===== src/rtl/lif_spike_generator_pkg.sv =====
// Shared types and constants for the spiking-neuron blocks.
package snn_pkg;

    // Width of the signed input current coming from the upstream accumulator.
    localparam int IC_W = 6;

    // Neuron FSM states.
    typedef enum logic {
        ST_INTEGRATE  = 1'b0,
        ST_REFRACTORY = 1'b1
    } lif_state_e;

endpackage


===== src/rtl/lif_spike_generator_if.sv =====
// Timestep bus between the neuron core and its driver: per-step inputs in,
// spike / potential / refractory status out.
interface lif_spike_generator_if #(
    parameter int VW = 8,
    parameter int RW = 4
);
    import snn_pkg::*;

    logic                   enable;
    logic signed [IC_W-1:0] input_current;
    logic signed [VW-1:0]   threshold;
    logic [1:0]             decay;
    logic [RW-1:0]          refractory_period;
    logic                   spike_out;
    logic signed [VW-1:0]   membrane_potential;
    logic                   refractory;

    // Driver side: supplies the timestep stimulus.
    modport master (
        output enable, input_current, threshold, decay, refractory_period,
        input  spike_out, membrane_potential, refractory
    );

    // Neuron side.
    modport slave (
        input  enable, input_current, threshold, decay, refractory_period,
        output spike_out, membrane_potential, refractory
    );
endinterface


===== src/rtl/lif_leak_unit.sv =====
// Combinational membrane update: leak by arithmetic shift, add the
// sign-extended input current one bit wider, then clamp back to VW bits.
module lif_leak_unit
    import snn_pkg::*;
#(
    parameter int VW = 8
) (
    input  logic signed [VW-1:0]   v_in,
    input  logic [1:0]             k,
    input  logic signed [IC_W-1:0] cur,
    output logic signed [VW-1:0]   v_next
);

    logic signed [VW-1:0] shifted;
    logic signed [VW-1:0] leaked;
    logic [VW:0]          sum;

    // Leak, widen, add and saturate; k=0 disables leak entirely.
    always_comb begin
        shifted = v_in >>> k;
        leaked  = (k == 2'd0) ? v_in : v_in - shifted;
        sum     = {leaked[VW-1], leaked} + {{(VW+1-IC_W){cur[IC_W-1]}}, cur};
        // Top two bits disagree only when the VW-bit result would wrap.
        if (sum[VW] != sum[VW-1])
            v_next = sum[VW] ? {1'b1, {(VW-1){1'b0}}} : {1'b0, {(VW-1){1'b1}}};
        else
            v_next = sum[VW-1:0];
    end

endmodule


===== src/rtl/lif_spike_generator.sv =====
// Leaky integrate-and-fire neuron: one timestep per enable pulse, emits a
// one-cycle spike and then ignores a programmable number of timesteps.
module lif_spike_generator
    import snn_pkg::*;
#(
    parameter int VW = 8,
    parameter int RW = 4
) (
    input logic                 clk,
    input logic                 reset,
    lif_spike_generator_if.slave bus
);

    lif_state_e           state_q, state_d;
    logic signed [VW-1:0] v_q, v_d;
    logic [RW-1:0]        cnt_q, cnt_d;
    logic                 spike_q, spike_d;
    logic signed [VW-1:0] v_next;

    lif_leak_unit #(.VW(VW)) u_leak (
        .v_in   (v_q),
        .k      (bus.decay),
        .cur    (bus.input_current),
        .v_next (v_next)
    );

    // Next-state logic: without enable everything holds and the spike pulse drops.
    always_comb begin
        state_d = state_q;
        v_d     = v_q;
        cnt_d   = cnt_q;
        spike_d = 1'b0;
        if (bus.enable) begin
            case (state_q)
                ST_INTEGRATE: begin
                    if (v_next >= bus.threshold) begin
                        spike_d = 1'b1;
                        v_d     = '0;
                        if (bus.refractory_period != '0) begin
                            state_d = ST_REFRACTORY;
                            cnt_d   = bus.refractory_period;
                        end
                    end else begin
                        v_d = v_next;
                    end
                end
                ST_REFRACTORY: begin
                    // Current is ignored; the last ignored step returns to integrate.
                    v_d   = '0;
                    cnt_d = cnt_q - 1'b1;
                    if (cnt_q <= 1)
                        state_d = ST_INTEGRATE;
                end
                default: state_d = ST_INTEGRATE;
            endcase
        end
    end

    // State and output registers, cleared asynchronously.
    always_ff @(posedge clk or posedge reset) begin
        if (reset) begin
            state_q <= ST_INTEGRATE;
            v_q     <= '0;
            cnt_q   <= '0;
            spike_q <= 1'b0;
        end else begin
            state_q <= state_d;
            v_q     <= v_d;
            cnt_q   <= cnt_d;
            spike_q <= spike_d;
        end
    end

    assign bus.spike_out          = spike_q;
    assign bus.membrane_potential = v_q;
    assign bus.refractory         = (state_q == ST_REFRACTORY);

endmodule


===== src/flat_wrapper.sv =====
// flat-port wrapper written by rule: the top's interface ports become plain ports
module lif_spike_generator_flat import snn_pkg::*;
#(
    parameter int VW = 8,
    parameter int RW = 4
)
  (clk, reset, bus_enable, bus_input_current, bus_threshold, bus_decay, bus_refractory_period, bus_spike_out, bus_membrane_potential, bus_refractory);
  lif_spike_generator_if #(.VW(VW), .RW(RW)) bus_i ();
  input logic clk;
  input logic reset;
  input wire logic [$bits(bus_i.enable)-1:0] bus_enable;
  input wire logic [$bits(bus_i.input_current)-1:0] bus_input_current;
  input wire logic [$bits(bus_i.threshold)-1:0] bus_threshold;
  input wire logic [$bits(bus_i.decay)-1:0] bus_decay;
  input wire logic [$bits(bus_i.refractory_period)-1:0] bus_refractory_period;
  output wire logic [$bits(bus_i.spike_out)-1:0] bus_spike_out;
  output wire logic [$bits(bus_i.membrane_potential)-1:0] bus_membrane_potential;
  output wire logic [$bits(bus_i.refractory)-1:0] bus_refractory;
  assign bus_i.enable = bus_enable;
  assign bus_i.input_current = bus_input_current;
  assign bus_i.threshold = bus_threshold;
  assign bus_i.decay = bus_decay;
  assign bus_i.refractory_period = bus_refractory_period;
  assign bus_spike_out = bus_i.spike_out;
  assign bus_membrane_potential = bus_i.membrane_potential;
  assign bus_refractory = bus_i.refractory;
  lif_spike_generator #(.VW(VW), .RW(RW)) u_core (.clk(clk), .reset(reset), .bus(bus_i));
endmodule

===== config.mk =====
export PLATFORM = sky130hd
export DESIGN_NAME = lif_spike_generator_flat
export DESIGN_NICKNAME = d
export VERILOG_FILES = /design/src/rtl/lif_spike_generator_pkg.sv /design/src/rtl/lif_spike_generator_if.sv /design/src/rtl/lif_leak_unit.sv /design/src/rtl/lif_spike_generator.sv /design/src/flat_wrapper.sv
export SDC_FILE = /design/constraint.sdc
export NUM_CORES = 1
export LEC_CHECK = 0
export CAP_MARGIN = 10
export CORE_MARGIN = 2
export CORE_UTILIZATION = 50
export CTS_BUF_LIST = sky130_fd_sc_hd__clkbuf_8
export DETAILED_ROUTE_END_ITERATION = 12
export HOLD_SLACK_MARGIN = 0.03
export PLACE_DENSITY = 0.81
export RECOVER_POWER = 25
export SETUP_SLACK_MARGIN = 0.05
export SYNTH_ARGS = -nofsm -noshare
export SYNTH_HDL_FRONTEND = slang
export SYNTH_HIERARCHICAL = 1
export SYNTH_SLANG_ARGS = --single-unit

===== constraint.sdc =====
create_clock -name clk -period 6.7 [get_ports clk]
set_clock_uncertainty 0.15 [all_clocks]
set_input_delay 1.005 -clock clk [delete_from_list [all_inputs] [get_ports clk]]
set_output_delay 1.005 -clock clk [all_outputs]
set_load 0.03 [all_outputs]

# After elaboration in Yosys (flattened, before gate mapping)
# Cells that the tools add are included.
op_classes:
  n_eq_ne: 3
  add_sub_neg: 3
  magnitude_cmp: 2
  bitwise: 1
  reduce_logical: 3
  shifts: 1
  muxes: 15
op_table:
  columns: ["operator", "count"]
  rows:
  - ["2-to-1 mux 8 bit", 4]
  - ["case mux 8 bit (2 select lines)", 1]
  - ["adder 8 x 6 -> 9 bit", 1]
  - ["greater-or-equal comparator 8 bit", 1]
  - ["2-to-1 mux 4 bit", 2]
  - ["case mux 4 bit (2 select lines)", 1]
  - [">>> shifter 8 x 2 -> 8 bit", 1]
  - ["subtractor 8 bit", 1]
  - ["2-to-1 mux 1 bit", 6]
  - ["<= comparator 4 x 1 -> 1 bit, second input constant", 1]
  - ["inequality test 2 x 1 -> 1 bit, second input constant", 2]
  - ["nonzero test 4 bit", 1]
  - ["subtractor 4 x 1 -> 4 bit, second input constant", 1]
  - ["AND reduction 3 bit", 1]
  - ["zero test 2 bit", 1]
  - ["case mux 1 bit (2 select lines)", 1]
  - ["inequality test 1 bit", 1]
  - ["inverter 1 bit", 1]
word_totals:
  wordCells: 32
  output_inout_bits: 10
  reg_bits: 14
  input_bits: 23

# Logic depth before layout (Yosys ltp)
# Gate-level depths: netlist of run 1.
depth:
  depth_word: 10
  ltp_mapped: 23
  ltp_nobuf: 22

# Hierarchy
# The synthesis of run 1 kept the hierarchy.
modules_own_cells:
  columns: ["mod", "n_inst", "area_per_inst_um2", "cells_per_inst"]
  rows:
  - ["lif_leak_unit", 1, 989.7, 120]
  - ["lif_spike_generator", 1, 898.4, 90]

# Worst setup path after synthesis of run 1
# Ideal clock, no wire load.
synth_path:
  path_kind: "input to register"
  startpoint: "in bus_decay[0]"
  endpoint: "reg u_core.v_q[1], in the netlist u_core/bus.membrane_potential[1]"
  t_required_ns: 6.484
  cell_stages: 21
  arrival_ns: 5.499
  path_slack_ns: 0.985
  cell_sequence: "buf_2 -> mux4_2 -> inv_1 -> ha_1 -> nor2b_1 -> o21a_1 -> o21a_1 -> or3_1 -> nand3_1 -> ha_1 -> and3_1 -> a221oi_2 -> a221oi_4 -> a21oi_4 -> o21ai_0 -> ha_1 -> a211oi_1 -> o21ai_1 -> a21oi_4 -> nor3b_4 -> a22o_1"
synth_via:
  elab_chain_len: 9
synth_rtl:
  columns: ["item", "line", "source"]
  rows:
  - ["start: declaration", "flat_wrapper.sv:14", "input wire logic [$bits(bus_i.decay)-1:0] bus_decay;"]
  - [">>> shifter 8 x 2 -> 8 bit", "lif_leak_unit.sv:20", "shifted = v_in >>> k;"]
  - ["subtractor 8 bit", "lif_leak_unit.sv:21", "leaked = (k == 2'd0) ? v_in : v_in - shifted;"]
  - ["2-to-1 mux 8 bit (*)", "lif_leak_unit.sv:21", null]
  - ["adder 8 x 6 -> 9 bit (*)", "lif_leak_unit.sv:22", "sum = {leaked[VW-1], leaked} + {{(VW+1-IC_W){cur[IC_W-1]}}, cur};"]
  - ["2-to-1 mux 8 bit / inequality test 1 bit (equally long branches)", "lif_leak_unit.sv:25, lif_leak_unit.sv:24", null]
  - ["2-to-1 mux 8 bit (*)", "lif_leak_unit.sv:24", "if (sum[VW] != sum[VW-1])"]
  - ["named net u_core.v_next[2]", "lif_spike_generator.sv:18", "logic signed [VW-1:0] v_next;"]
  - ["greater-or-equal comparator 8 bit (*)", "lif_spike_generator.sv:36", "if (v_next >= bus.threshold) begin"]
  - ["2-to-1 mux 8 bit (*)", "lif_spike_generator.sv:36", null]
  - ["case mux 8 bit (2 select lines) (*)", "lif_spike_generator.sv:34", "case (state_q)"]
  - ["end signal: assignment", "lif_spike_generator.sv:68", "v_q <= v_d;"]
  - ["end: declaration", "lif_spike_generator.sv:15", "logic signed [VW-1:0] v_q, v_d;"]
# The timed path passes the listed nets; every way through them passes the cells marked *.
# A chain may end at the register's enable or synchronous reset.

# Worst setup path in the final report of run 1
layout_path:
  startpoint: "in bus_decay[0]"
  endpoint: "reg u_core.v_q[3], in the netlist u_core/bus.membrane_potential[3]"
# Same word-level chain as after synthesis.

==> key figures, run 1 <==
Status
  – Status: finished, final reports clean

Worst setup path
  – CP max stage cell: clkdlybuf4s50_1
  – Crit path cell chain: clkdlybuf4s50_1, mux4_2, inv_1, ha_1, nor2b_1, o21a_1, o21a_1, or3_1, nand3_1, ha_1, and3_1, a221oi_2, a221oi_4, a21oi_4, o21ai_0, ha_1, a211oi_1, o21ai_1, a21oi_4, nor3b_4, a22o_1
  – CP required: 6.72 ns
  – Startpoint types: input pin
  – Worst path max stage delay: between 0.5 and 0.6 ns
  – Most used cell, CP: ha_1
  – Crit-path max FO: 9
  – CP Capture Type: register
  – Critical path class: in2reg
  – Buf/Inv on CP: 2
  – Arrival @ worst endpoint: 6.26 ns
  – Delay-heaviest family, CP: compound AO/OA/AOI/OAI gates

STA
  – # setup viols final: 0
  – RSZ-0062 raised after global routing: no
  – Final Max Slew Viols: 0
  – WHS: approximately 0.46 ns
  – Minimum clock period: between 6 and 7 ns
  – Max Clk Rate: 160 MHz
  – Fin crit share: 93.0%
  – Final Hold Viols: 0
  – Worst slew margin relative to its limit: approximately 66%
  – Worst Max-Slew Pin Slew: ~0.51 ns
  – Total Neg Setup Slack: 0 ns

Floorplanning
  – Core area: roughly 0.0036 mm²
  – Die footprint: approximately 0.0043 mm²
  – Row count: 22
  – Die W: 65.5 µm
  – IO Count: 33
  – Starting density of the core: 52.0%
  – DIE HEIGHT: approximately 65 µm

Clock network
  – Num CTS Buffers: 3
  – Maximum buffer depth of the clock tree: 2
  – Clock tree root driver cell: clkbuf_8
  – Post-CTS Resized: 0
  – Clock-pin slew on the worst setup and hold paths: approximately 0.050 ns
  – Clk_lat worst skew: 0.24 ns
  – Hold buffer count at CTS: 0
  – CTS tree: built
  – H-tree Lvls: 1
  – CTS sink count: 14
  – Post-CTS setup buffers: 0

Drt
  – Vias per cell: approximately 5.9
  – Post-route ant nets: 0
  – Routed length per instance: roughly 14 µm
  – Residual DRC: 0
  – Routed vias: between 1,500 and 2,000
  – Pre-antenna DRT Iters: 4
  – 1st-iter DRT viols: 153
  – Detailed Route WL: around 4100 µm

Synthesis
  – Area contributors post-synth: dfrtp_1 19%, ha_1 17%, mux4_2 6.0%, inv_1 4.6%, a22o_1 3.7%
  – Unique masters post-synth: between 50 and 60
  – Ys flop type: dfrtp_1
  – Syn Inst Count: 210
  – Async set-reset flop share out of synthesis: 100%
  – Post-Syn Area: around 0.0019 mm²
  – Mean Syn Cell Area: between 8 and 9 µm²
  – Synth top area share: between 10% and 20%
  – EDFF count, synth: 0
  – Biggest area consumer among synthesized cells: dfrtp_1
  – FF+latch count, synth: 14
  – Synthesized Nets: 261
  – Sequential share of the synthesized area: roughly 19%
  – YS warnings: 6

Place
  – Gpl congestion: roughly 0.9
  – IO buf count: 32
  – Inst Count DP: between 200 and 300
  – Post-DP HPWL: roughly 3400 µm
  – Post-Place Cell Area: ~0.0023 mm²

Final layout
  – Most common cell after layout, fill and taps aside: clkdlybuf4s50_1
  – # nets final: between 200 and 300
  – Share of post-route cells with drive strength above 1: 10.3%
  – Synthesis-to-layout area growth: 22.4%
  – N_diodes: 0
  – Final Non-Filler Cells: 291
  – Final Cell Area: roughly 0.0023 mm²
  – Commonest cells after routing, fill and taps aside: 31 x clkdlybuf4s50_1, 26 x ha_1, 23 x inv_1

Min path
  – Hold Crit Class: reg2reg

Global routing
  – Gr ovfl total: 0
  – Largest net degree at the start of global routing: 16
  – Global-route wire length before repair: ~7300 µm
  – Vias in the first global route: between 1,500 and 2,000
  – Antenna violations before repair: 0
  – GRT Resource Usage Total: roughly a fifth

Run
  – Max-cap violations: 0
-- synthesized netlist by cell type (all sizes together) (2+ instances only) --
| cell type | instances |
|---|---|
| mux2i | 3 |
| mux4 | 5 |
| nand3b | 4 |
| nand2 | 12 |
| nor4b | 2 |
| nor3b | 5 |
| inv | 23 |
| ha | 26 |
| xnor2 | 5 |
| o221a | 3 |
| a221oi | 2 |
| a211oi | 5 |
| a21oi | 9 |
| nor2 | 13 |
| nor3 | 5 |
| dfrtp | 14 |
| o21bai | 2 |
| xor2 | 2 |
| o21a | 3 |
| and3 | 2 |
| or2 | 2 |
| o211ai | 6 |
| buf | 5 |
| fa | 2 |
| o21ai | 12 |
| nor2b | 3 |
| nand3 | 6 |
| a21o | 5 |
| a22o | 8 |
-- worst paths after layout --
| kind | to | slack [ns] | cells past startpoint | from |
|---|---|---|---|---|
| setup reg to reg | u_core/bus.membrane_potential[3]$_DFFE_PP0P_ | 1.37 | 20 | u_core/bus.membrane_potential[4]$_DFFE_PP0P_ |
| hold / removal | u_core/bus.membrane_potential[0]$_DFFE_PP0P_ | 0.46 | 1 | u_core/bus.membrane_potential[0]$_DFFE_PP0P_ |
| hold reg to reg | u_core/bus.membrane_potential[0]$_DFFE_PP0P_ | 0.46 | 1 | u_core/bus.membrane_potential[0]$_DFFE_PP0P_ |
| setup / recovery | u_core/bus.membrane_potential[3]$_DFFE_PP0P_ | 0.47 | 21 | bus_decay[0] |
| max in group asynchronous | u_core/cnt_q[3]$_DFFE_PP0P_ | 4.98 | 2 | reset |
| min in group asynchronous | u_core/bus.membrane_potential[4]$_DFFE_PP0P_ | 1.08 | 2 | reset |
-- sequential cells by signal, indices dropped and copies added, names as in the netlist --
signal	count
u_core/bus.spike_out	1
u_core/cnt_q	4
u_core/bus.refractory	1
u_core/bus.membrane_potential	8
-- logic make-up after synthesis --
| family | after synthesis | synth area share, % |
|---|---|---|
| and+or+nand+nor | 58 | 17.2 |
| buffers and inverters | 30 | 6.29 |
| muxes | 9 | 8.15 |
| xor gates and xnor gates | 7 | 3.25 |
| AOI/OAI and AO/OA | 64 | 27.2 |
| DFF | 14 | 18.6 |
| adders and majority gates | 28 | 19.4 |
-- stage by stage --
step / setup slack, ns / utilization, %
detailed placement: 0.219 / 62.5
floorplan: 0.985 / -
global route: 0.132 / 63.6
finish: 0.467 / 63.6
CTS: 0.455 / 63.6
global placement: 0.359 / 62.5
-- layer usage --
layer	part of all wire, %	up-vias	GRT usage [%]
met5	0	-	0
met4	0.65	0	3.65
met3	3.4	2	2.57
met2	45	42	34.2
met1	51	807	31.4
li1	-	854	-
-- cell type report --
cell class	instances	area [µm²]
timing repair buffer	36	350
sequential	14	350
inverter	24	90.1
multi-input combinational	166	1420
tap	48	60.1
clock buffer	3	41.3
fill	304	1320
Power of run 1 is not shown: default switching activity piles up to over one toggle a cycle in this logic, so the estimate is an artifact.
==> run 2: changes to the inputs <==
Settings changed: TNS_END_PERCENT set to 50.
==> results of run 2 <==
Final layout, timing and power as in run 1 (identical DEF).
Power of run 2 is left out for the same reason.
==> RTL change, RTL diff (flow settings as in run 2) <==
`v_q` no longer has a reset.
--- a/src/rtl/lif_spike_generator.sv
+++ b/src/rtl/lif_spike_generator.sv
@@ -60,15 +60,17 @@
     always_ff @(posedge clk or posedge reset) begin
         if (reset) begin
             state_q <= ST_INTEGRATE;
-            v_q     <= '0;
             cnt_q   <= '0;
             spike_q <= 1'b0;
         end else begin
             state_q <= state_d;
-            v_q     <= v_d;
             cnt_q   <= cnt_d;
             spike_q <= spike_d;
         end
+    end
+
+    always_ff @(posedge clk) begin
+        v_q <= v_d;
     end
 
     assign bus.spike_out          = spike_q;
Function: changed (a bounded check fails within 4 cycles, from zero or initial values and one cycle with reset high).
==> RTL change against run 2 <==
Area after synthesis is 1.7% higher; worst setup slack better by 0.017 ns; hold slack improved by 0.036 ns; critical path depth stayed put; sequential cell count unchanged; final area grew 0.16%; wire length grew 1.6%; largest cell class unchanged.
Power is left out: the tool's default activity adds up to more than one toggle a clock period on the data nets, which glitch-free logic cannot reach.
==> RTL change: results (changes against run 2) <==
| Metric | Value |
|---|---|
| Dpl hpwl | 3400 um (was 3410 um) |
| Yosys Warn Count | 6 (unchanged) |
| All-Layer GR Usage | 21.0% (was 21.4%) |
| Netlist cell types | 52 (was 51) |
| GRT met2 Usage | 35.5% (was 34.2%) |
| Worst-path clk slew | 0.06 ns |
| Clock tree buffer depth | 2 (unchanged) |
| Worst Hold Class | reg2reg (unchanged) |
| RD Place Congestion | 0.861 (was 0.887) |
| Largest net degree at the start of global routing | 20 (was 16) |
| Post-synth EDFFs | 8 (was 0) |
| Status | completed (unchanged) |
| Global Route met1 Usage | 29.6% (was 31.4%) |
| CTS root buffer | clkbuf_8 (unchanged) |
| Seq/Total Area, Yosys | 20.3% (was 18.6%) |
| Final WL | 4210 um (was 4150 um) |
| Vias in the first global route | 1589 (was 1631) |
| Met3 Usage GRT | 2.56% (was 2.57%) |
| DR vias | 1694 (was 1705) |
| First-pass GRT wire length | 7180 um (was 7330 um) |
| Mapped Nets | 263 (was 261) |
| Area contributors post-synth | ha_1, edfxtp_1, dfrtp_1 (was dfrtp_1, ha_1, mux4_2) |
| Ys flop type | edfxtp_1 (was dfrtp_1) |
| Initial DRC count | 97 (was 153) |
| Worst EP arrival | 6.17 ns (was 6.26 ns) |
| Crit Path Max Fanout | 8 (was 9) |
| TritonCTS buffer count | 3 (unchanged) |
| Syn Area/Cell | 9.06 um2 (was 8.99 um2) |
| Tightest Pin Transition | 0.707 ns (was 0.507 ns) |
| Fill cells | 342 (was 304) |
| Top post-synthesis cells by count | ha_1, inv_1, o21ai_0 (was ha_1, inv_1, dfrtp_1) |
| Fin cells | 290 (was 291) |
| Share of layout cells above drive strength 1 | 8.68% (was 10.3%) |
| Clk_lat worst skew | 0.25 ns |
| Post-CTS resize count | 0 (unchanged) |
| Async SR Flop Fraction | 42.9% (was 100%) |
## RTL change: cell count changes after synthesis, moves of 5 or more
cell / change
dfrtp_1: -8
edfxtp_1: +8
a22o_1: -8
nor2_1: -7
and3_1: +7
a21oi_1: +5
## RTL change: final cells by class
cell class | count | share of cell area [%]
Sequential cell | 14 | 16.9
Clock buffer | 3 | 1.78
Clock inverter | 1 | 0.162
Tap cell | 48 | 2.59
Multi-Input combinational cell | 165 | 60.2
Inverter | 26 | 4.22
Timing Repair Buffer | 33 | 14.2
## RTL change: kinds of logic after synthesis
family | count (synthesis) | synth area share [%]
AO/OA/AOI/OAI | 60 | 22.7
adder cells (fa/ha/maj) | 28 | 19.0
buffers and inverters | 33 | 7.10
AND/OR/NAND/NOR | 57 | 17.5
multiplexers | 12 | 9.64
XOR/XNOR | 8 | 3.65
flip-flops | 14 | 20.3
## RTL change: critical path, cell delays in order
cell	delay [ns]
clkdlybuf4s50_1	0.58
mux4_2	0.42
ha_1	0.17
inv_1	0.06
fa_1	0.39
a21o_1	0.17
a21oi_1	0.22
xnor2_1	0.14
a21oi_1	0.10
ha_1	0.35
a21o_1	0.20
a221oi_2	0.40
a221oi_4	0.14
a21oi_4	0.19
o21ai_0	0.09
inv_1	0.08
ha_1	0.22
nand2b_1	0.14
a2111o_1	0.45
a21oi_1	0.40
and3_1	0.25
## RTL change: path summary, 6_finish.rpt
kind                                                  start                               end  slack, ns  cells past startpoint
max in group asynchronous                             reset                   u_core/cnt_q[3]       5.20                      2
min in group asynchronous                             reset             u_core/bus.refractory       0.97                      2
setup / recovery                               bus_decay[1]  u_core/bus.membrane_potential[3]       0.48                     21
setup reg to reg           u_core/bus.membrane_potential[4]  u_core/bus.membrane_potential[3]       1.32                     20
hold reg to reg                             u_core/cnt_q[1]                   u_core/cnt_q[1]       0.50                      2
hold / removal                              u_core/cnt_q[1]                   u_core/cnt_q[1]       0.50                      2
## RTL change: stage by stage
step                      instance area [um2]  utilization (%)  setup WS [ns]  hold slack (ns)
after floorplan                          1920                -           1.03            0.414
after global placement                   2270             61.5          0.358            0.465
after detailed placement                 2270             61.5          0.277            0.497
after CTS                                2310             62.8          0.519            0.512
after global routing                     2310             62.8          0.138            0.560
final                                    2310             62.8          0.484            0.497
## RTL change: layer usage
metal	wire length, um	vias to the layer above
met2	1960	43
li1	-	857
met4	8	0
met5	0	-
met1	2080	791
met3	169	3
